`src/rtl/getir_pkg.sv`:
```
// getir_pkg: shared constants and the packed fetch-entry type for the
// getir_birimi instruction fetch stage.
package getir_pkg;

    localparam int                  DEF_XLEN     = 32;
    localparam int                  DEF_ILEN     = 32;
    localparam logic [DEF_XLEN-1:0] DEF_RESET_PC = 32'h0000_0000;

    // Byte distance between consecutive instructions.
    localparam int                  PC_STEP      = 4;

    // One buffered fetch result: instruction word with the PC it came from.
    typedef struct packed {
        logic [DEF_ILEN-1:0] instr;
        logic [DEF_XLEN-1:0] pc;
    } fetch_entry_t;

endpackage

```
`src/rtl/getir_fifo.sv`:
```
// getir_fifo: small synchronous FIFO holding fetched entries toward decode.
// Registered write (no bypass), combinational head read, flush clears all
// entries in one cycle and wins over a simultaneous push or pop.
module getir_fifo #(
    parameter int WIDTH = 64,
    parameter int DEPTH = 4,
    parameter int CW    = $clog2(DEPTH + 1)
) (
    input  logic             clk,
    input  logic             rst,
    input  logic             flush,
    input  logic             push,
    input  logic [WIDTH-1:0] push_data,
    input  logic             pop,
    output logic [WIDTH-1:0] head,
    output logic             not_empty,
    output logic [CW-1:0]    count
);

    localparam int AW = $clog2(DEPTH);

    logic [WIDTH-1:0] mem [DEPTH];
    logic [AW-1:0]    wr_ptr;
    logic [AW-1:0]    rd_ptr;
    logic [CW-1:0]    level;
    logic             do_push;
    logic             do_pop;

    // Qualify push/pop: never pop empty, never push into a full FIFO unless it also drains.
    always_comb begin
        do_pop  = pop && (level != '0);
        do_push = push && ((level != CW'(DEPTH)) || do_pop);
    end

    // Pointer and fill-level bookkeeping; flush empties the FIFO.
    always_ff @(posedge clk or posedge rst) begin
        if (rst) begin
            wr_ptr <= '0;
            rd_ptr <= '0;
            level  <= '0;
        end else if (flush) begin
            wr_ptr <= '0;
            rd_ptr <= '0;
            level  <= '0;
        end else begin
            if (do_push) begin
                wr_ptr <= wr_ptr + AW'(1);
            end else begin
                wr_ptr <= wr_ptr;
            end
            if (do_pop) begin
                rd_ptr <= rd_ptr + AW'(1);
            end else begin
                rd_ptr <= rd_ptr;
            end
            case ({do_push, do_pop})
                2'b10:   level <= level + CW'(1);
                2'b01:   level <= level - CW'(1);
                default: level <= level;
            endcase
        end
    end

    // Entry storage; contents are don't-care until written, so no reset.
    always_ff @(posedge clk) begin
        if (do_push && !flush) begin
            mem[wr_ptr] <= push_data;
        end
    end

    // Head presentation and occupancy outputs.
    always_comb begin
        head      = mem[rd_ptr];
        not_empty = (level != '0);
        count     = level;
    end

endmodule

```
`src/rtl/getir_birimi.sv`:
```
// getir_birimi: instruction fetch stage. Issues sequential fetch addresses
// over a valid/ready request channel, takes in-order responses of any
// latency, and buffers {instr, pc} toward decode. A redirect flushes the
// buffer and discards every response still owed for older requests.
// Optional feature macro: GETIR_HIZALAMA_EN (misaligned-redirect detection
// with a sticky misalign_o flag that suppresses requests).
module getir_birimi
    import getir_pkg::*;
#(
    parameter int              XLEN     = DEF_XLEN,
    parameter int              ILEN     = DEF_ILEN,
    parameter logic [XLEN-1:0] RESET_PC = XLEN'(DEF_RESET_PC),
    parameter int              DEPTH    = 4
) (
    input  logic            clk_i,
    input  logic            rst_i,
    input  logic            redirect_i,
    input  logic [XLEN-1:0] redirect_pc_i,
    output logic            req_valid_o,
    input  logic            req_ready_i,
    output logic [XLEN-1:0] req_addr_o,
    input  logic            resp_valid_i,
    input  logic [ILEN-1:0] resp_data_i,
    output logic            instr_valid_o,
    input  logic            instr_ready_i,
    output logic [ILEN-1:0] instr_o,
    output logic [XLEN-1:0] instr_pc_o
`ifdef GETIR_HIZALAMA_EN
    ,
    output logic            misalign_o
`endif
);

    localparam int            CW      = $clog2(DEPTH + 1);
    localparam int            EW      = ILEN + XLEN;
    localparam logic [CW:0]   DEPTH_W = (CW + 1)'(DEPTH);

    logic [XLEN-1:0] pc;
    logic [XLEN-1:0] resp_pc;
    logic [XLEN-1:0] target;
    logic [CW-1:0]   outstanding;
    logic [CW-1:0]   outstanding_next;
    logic [CW-1:0]   drop;
    logic [CW-1:0]   count;
    logic [CW-1:0]   live;
    logic [CW:0]     credit_used;
    logic            req_fire;
    logic            resp_keep;
    logic            pop;
    logic            misaligned;
    logic [EW-1:0]   push_data;
    logic [EW-1:0]   head;
    logic            fifo_nonempty;

`ifdef GETIR_HIZALAMA_EN
    // Sticky misalignment flag: set by an unaligned redirect, cleared by an aligned one.
    always_ff @(posedge clk_i or posedge rst_i) begin
        if (rst_i) begin
            misaligned <= 1'b0;
        end else if (redirect_i) begin
            misaligned <= (redirect_pc_i[1:0] != 2'b00);
        end else begin
            misaligned <= misaligned;
        end
    end

    assign target     = redirect_pc_i;
    assign misalign_o = misaligned;
`else
    assign target     = redirect_pc_i & ~XLEN'(3);
    assign misaligned = 1'b0;
`endif

    // Credit rule: live requests plus buffered entries never exceed the FIFO depth.
    always_comb begin
        live        = outstanding - drop;
        credit_used = {1'b0, live} + {1'b0, count};
        if (rst_i || misaligned) begin
            req_valid_o = 1'b0;
        end else begin
            req_valid_o = (credit_used < DEPTH_W);
        end
        req_addr_o = pc;
    end

    // Handshake decode; a redirect cycle discards the incoming response and ignores pop.
    always_comb begin
        req_fire         = req_valid_o && req_ready_i;
        resp_keep        = resp_valid_i && (drop == '0) && !redirect_i;
        pop              = fifo_nonempty && instr_ready_i && !redirect_i;
        outstanding_next = outstanding + CW'(req_fire) - CW'(resp_valid_i);
        push_data        = {resp_data_i, resp_pc};
    end

    // PC, response-PC, in-flight and discard bookkeeping.
    always_ff @(posedge clk_i or posedge rst_i) begin
        if (rst_i) begin
            pc          <= RESET_PC;
            resp_pc     <= RESET_PC;
            outstanding <= '0;
            drop        <= '0;
        end else begin
            outstanding <= outstanding_next;
            if (redirect_i) begin
                pc      <= target;
                resp_pc <= target;
                drop    <= outstanding_next;
            end else begin
                if (req_fire) begin
                    pc <= pc + XLEN'(PC_STEP);
                end else begin
                    pc <= pc;
                end
                if (resp_valid_i && (drop != '0)) begin
                    drop    <= drop - CW'(1);
                    resp_pc <= resp_pc;
                end else if (resp_valid_i) begin
                    drop    <= drop;
                    resp_pc <= resp_pc + XLEN'(PC_STEP);
                end else begin
                    drop    <= drop;
                    resp_pc <= resp_pc;
                end
            end
        end
    end

    getir_fifo #(
        .WIDTH (EW),
        .DEPTH (DEPTH),
        .CW    (CW)
    ) u_fifo (
        .clk       (clk_i),
        .rst       (rst_i),
        .flush     (redirect_i),
        .push      (resp_keep),
        .push_data (push_data),
        .pop       (pop),
        .head      (head),
        .not_empty (fifo_nonempty),
        .count     (count)
    );

    // Present the FIFO head to decode.
    always_comb begin
        instr_valid_o         = fifo_nonempty;
        {instr_o, instr_pc_o} = head;
    end

endmodule

```
`config.mk`:
```
export PLATFORM = sky130hd
export DESIGN_NAME = getir_birimi
export DESIGN_NICKNAME = d
export VERILOG_FILES = /design/src/rtl/getir_pkg.sv /design/src/rtl/getir_fifo.sv /design/src/rtl/getir_birimi.sv
export SDC_FILE = /design/constraint.sdc
export NUM_CORES = 1
export LEC_CHECK = 0
export ABC_CLOCK_PERIOD_IN_PS = 11500
export CORE_UTILIZATION = 40
export CTS_CLUSTER_SIZE = 8
export DETAILED_ROUTE_END_ITERATION = 6
export GPL_ROUTABILITY_DRIVEN = 0
export SLEW_MARGIN = 5
export SYNTH_ARGS = -nofsm -noshare
export SYNTH_HDL_FRONTEND = slang
export SYNTH_SLANG_ARGS = --single-unit
```
`constraint.sdc`:
```
create_clock -name clk_i -period 11.5 [get_ports clk_i]
set_clock_uncertainty 0.15 [all_clocks]
set_input_delay 2.3 -clock clk_i [delete_from_list [all_inputs] [get_ports clk_i]]
set_output_delay 2.3 -clock clk_i [all_outputs]
set_load 0.05 [all_outputs]
```
[Word level (Yosys, flattened, before mapping)]
Memories as Yosys holds them, arrays and structs flattened.
Index checks and enable logic that the tools add are counted.
Operators by class
  add/sub/neg operators: 11
  multiply operators: 0
  div/mod/pow operators: 0
  order comparisons: 1
  eq/ne operators: 4
  shift operators: 0
  multiplexer cells: 16
  bitwise logic cells: 0
  reduce and logical (&&, ||, !) cells: 21
Operators by type and width (count)
  two-way mux 32 bit: 5
  adder 32 x 3 -> 32 bit (second input constant): 2
  nonzero test 2 bit: 5
  logical AND 1 bit: 9
  two-way mux 3 bit: 3
  nonzero test 3 bit: 3
  two-way mux 2 bit: 4
  case mux 3 bit (2 select lines): 1
  subtractor 3 x 1 -> 3 bit (second input constant): 2
  adder 2 x 1 -> 2 bit (second input constant): 2
  adder 3 x 3 -> 4 bit: 1
  less-than comparator 4 x 3 -> 1 bit (second input constant): 1
  adder 3 x 1 -> 3 bit: 1
  adder 3 x 1 -> 3 bit (second input constant): 1
  zero test 3 bit: 1
  two-way mux 1 bit: 3
  != test 3 bit (second input constant): 1
  subtractor 3 x 1 -> 3 bit: 1
  subtractor 3 bit: 1
  equality test 2 x 1 -> 1 bit (second input constant): 1
  equality test 2 bit (second input constant): 1
  != test 2 bit (second input constant): 1
  AND reduction 2 bit: 1
  zero test 1 bit: 1
  logical OR 1 bit: 1
Word-level totals
  flip-flop bits (word level): 77
  bits in latches: 0
  bits in writable memories: 256
  ROM bits: 0
  memories kept: 1
Memories
  u_fifo.mem: depth 4, bits a word 64, rd ports 1, clocked after memory_dff 0, wr ports 1, RTL line getir_fifo.sv:22  | logic [WIDTH-1:0] mem [DEPTH];

[Depth between registers and ports, before layout]
  depth in word-level cells: 9
  mapped depth: 17
  mapped depth without buffers: 17

[Hierarchy]
Synthesis repeated with hierarchy kept, for this count alone.
Unflattened totals
  cells, all modules: 854
  area, all modules: 14071.0 µm²
Modules (own cells, without submodules)
  getir_fifo: times used 1, cells an instance 394, area each 9775.6 µm²
  getir_birimi: times used 1, cells an instance 460, area each 4295.4 µm²

[Worst setup path before layout]
No wires, ideal clock.
  path kind: input to output
  start point: input port rst_i
  end point: output port req_valid_o
  arrival: 3.518 ns
  required time: 9.050 ns
  slack: 5.532 ns
  stages on the path: 2
  path buffers: 0
  cell sequence: or4_4 nor2_1
Between the ends
  cells in the longest elaborated chain, start to end: 1
Ends and longest elaborated chain
  from (decl): RTL line getir_birimi.sv:16  | input logic rst_i,
  two-way mux 1 bit: RTL line getir_birimi.sv:78  | if (rst_i || misaligned) begin
  to (decl): RTL line getir_birimi.sv:19  | output logic req_valid_o,
No other way between the ends.

[Worst setup path after layout]
Ends and elaborated chain as after synthesis.

==> qor.yml <==
status: "finished clean"
maxSlewHeadroom_pct: 34.8
irDropWorstVdd_mv: 0.139
cts_tree: "done"
ys_ff_latch: 321
synth.yosys.seq_area_share_pct: 68.6
antenna_found_initial: 0
synth-edff-count: 248
placed_area_sq_mm: 0.0156
via_count: 8083
hold_buffers: 0
die_y_um: 186
cp_data_arrival_time_ps: 4340
vias_per_cell: 5.48
synthFlopType: "edfxtp_1"
fill_cells: 2796
maxCapViolations: 0
initial_core_util_pct: 41.2
syn_avg_cell_area_sq_um: 16.0
endpoint_kind: "output port"
io_buffers: 161
clkTransAtPathRegs_ps: 50
p_leak_nw: 5.60
wl_mm: 29.2
synthDistinctLibCells: 49
diodes: 0
htreeDepth: 2
tightest_slew_ps: 978
grt_pass1_wl_mm: 46.1
rsz0062_at_grt: "no"
pwr_density_cell_mw_per_mm2: 205
wire_per_inst_um: 19.8
clk_path_buf_depth: 3
timing.setup.tns_ps: 0
fin_nets: 1106
ant_nets: 0
clk_latency_ps: 540
synth_warnings: 0
grt_start_max_net_pins: 74
multi_input_area_sq_mm: 0.00402
numCtsBuffers: 46
syn_to_final_growth_pct: 24.6
critical_path_class: "input pin to output port"
drt_iter0_drc: 540
die_w_um: 186
seqCellArea_sq_mm: 0.00928
final_common_cell: "edfxtp_1"
core_sq_mm: 0.0329
cts_sinks: 321
clockRootBuffer: "clkbuf_16"
die_area_sq_mm: 0.0346
grt_pass1_vias: 8308
fin_crit_ps: 6790
cts_setup_buffers: 0
dp_hpwl_mm: 17.5
dp_slack_ps: 4730
synth_area_sq_mm: 0.0135
holdWs_ps: 383
syn_inst: 847
critPathRequiredTime_ps: 9050
num_rows: 66
slew_violations: 0
drive_gt1_share_pct: 13.7
layout_common_cells: "edfxtp_1 (248), clkdlybuf4s50_1 (160), dfrtp_1 (71)"
ios: 168
total_power_mw: 3.45
period_share_pct: 59.1
grt_overflow: 0
hold_class: "flip-flop to flip-flop"
cts_resized: 0
setup_ws_ps: 4710
setup_viol: 0
grt_util_all_layers_pct: 17.4
hold_viol: 0
firstDrtPassIters: 7
post-route-drc-count: 0
start_kind: "input pin"
synthArstFlopShare_pct: 22.7
fin_area_sq_mm: 0.0168
critPathMaxFanout: 5
fmax_ghz: 0.147
## Yosys cell counts (10+ instances only)
library cell / number / share of area (%)
o21ai_0: 14 / 0.52
nand4_1: 21 / 0.97
a21oi_1: 12 / 0.44
ha_1: 13 / 1.2
a31oi_1: 14 / 0.65
nand2_1: 35 / 0.97
dfrtp_1: 73 / 14
nor3_1: 23 / 0.85
a211oi_1: 23 / 1.3
or4_1: 11 / 0.61
nand3_1: 23 / 0.85
and3_1: 15 / 0.69
buf_1: 12 / 0.33
clkbuf_1: 30 / 0.83
o31ai_1: 11 / 0.61
xor2_1: 10 / 0.65
and4_1: 20 / 1.3
xnor2_1: 12 / 0.78
inv_1: 18 / 0.50
mux4_2: 62 / 10
nor4_1: 23 / 1.1
edfxtp_1: 248 / 55
nor2_1: 46 / 1.3
## per-layer routing
layer	up-vias	share of wire, %	GRT usage, %
met5	-	0	0
met4	0	1.9	4.49
met3	44	5.4	2.99
met2	251	47	27.4
met1	4054	46	24.9
li1	3734	-	-
## through the flow
stage,utilization (%),instances
after global routing,51.3,1475
after floorplan,-,850
after global placement,47.4,1414
final,51.3,1475
after CTS,51.3,1475
after detailed placement,47.4,1414
## final cells by class
class	count	share of cell area, %
Timing Repair Buffer	170	9.94
Clock buffer	57	7.08
Multi-Input combinational cell	463	23.8
Sequential cell	321	55.1
Tap cell	442	3.28
Clock inverter	4	0.401
Inverter	18	0.401
## cells by family (layout without fill, tap and decap cells)
kind of cell,after synthesis,count (layout),share of synthesized area (%)
AND/OR/NAND/NOR,253,253,10.3
multiplexers,72,72,11.1
buffers and inverters,66,249,1.96
flip-flops,321,321,68.6
adder cells (fa/ha/maj),16,16,1.65
XOR/XNOR,22,22,1.42
AO/OA/AOI/OAI,96,96,4.91
other,1,4,0.0277
## registers in the layout (all words and copies together) (netlist names)
name	count
drop	3
u_fifo.wr_ptr	2
req_addr_o	30
outstanding	3
u_fifo.mem	248
u_fifo.count	3
resp_pc	30
u_fifo.rd_ptr	2
## path summary, 6_finish.rpt
path                                     startpoint                           end  cells after the start  slack (ps)
max in group asynchronous                     rst_i  u_fifo.rd_ptr[0]$_DFFE_PP0P_                      3        8140
min                        outstanding[0]$_DFF_PP0_      outstanding[0]$_DFF_PP0_                      1         380
min in group asynchronous                     rst_i      outstanding[1]$_DFF_PP0_                      3        2300
max reg2reg                outstanding[0]$_DFF_PP0_    req_addr_o[24]$_DFFE_PP0N_                     11        7570
min reg2reg                outstanding[0]$_DFF_PP0_      outstanding[0]$_DFF_PP0_                      1         380
max                                           rst_i                   req_valid_o                      4        4710
## worst max-delay path, stage by stage
cell             delay, ps
clkdlybuf4s50_1        470
or4_4                  600
nor2_1                 150
clkdlybuf4s50_1        830
## power by group
group	leakage (nW)	switching [mW]	internal [mW]
combinational	1.91	0.492	0.334
clock	0.610	0.469	0.721
sequential	3.09	0.101	1.33
total	5.60	1.06	2.39
No activity file was read; power rests on OpenSTA's default activity.
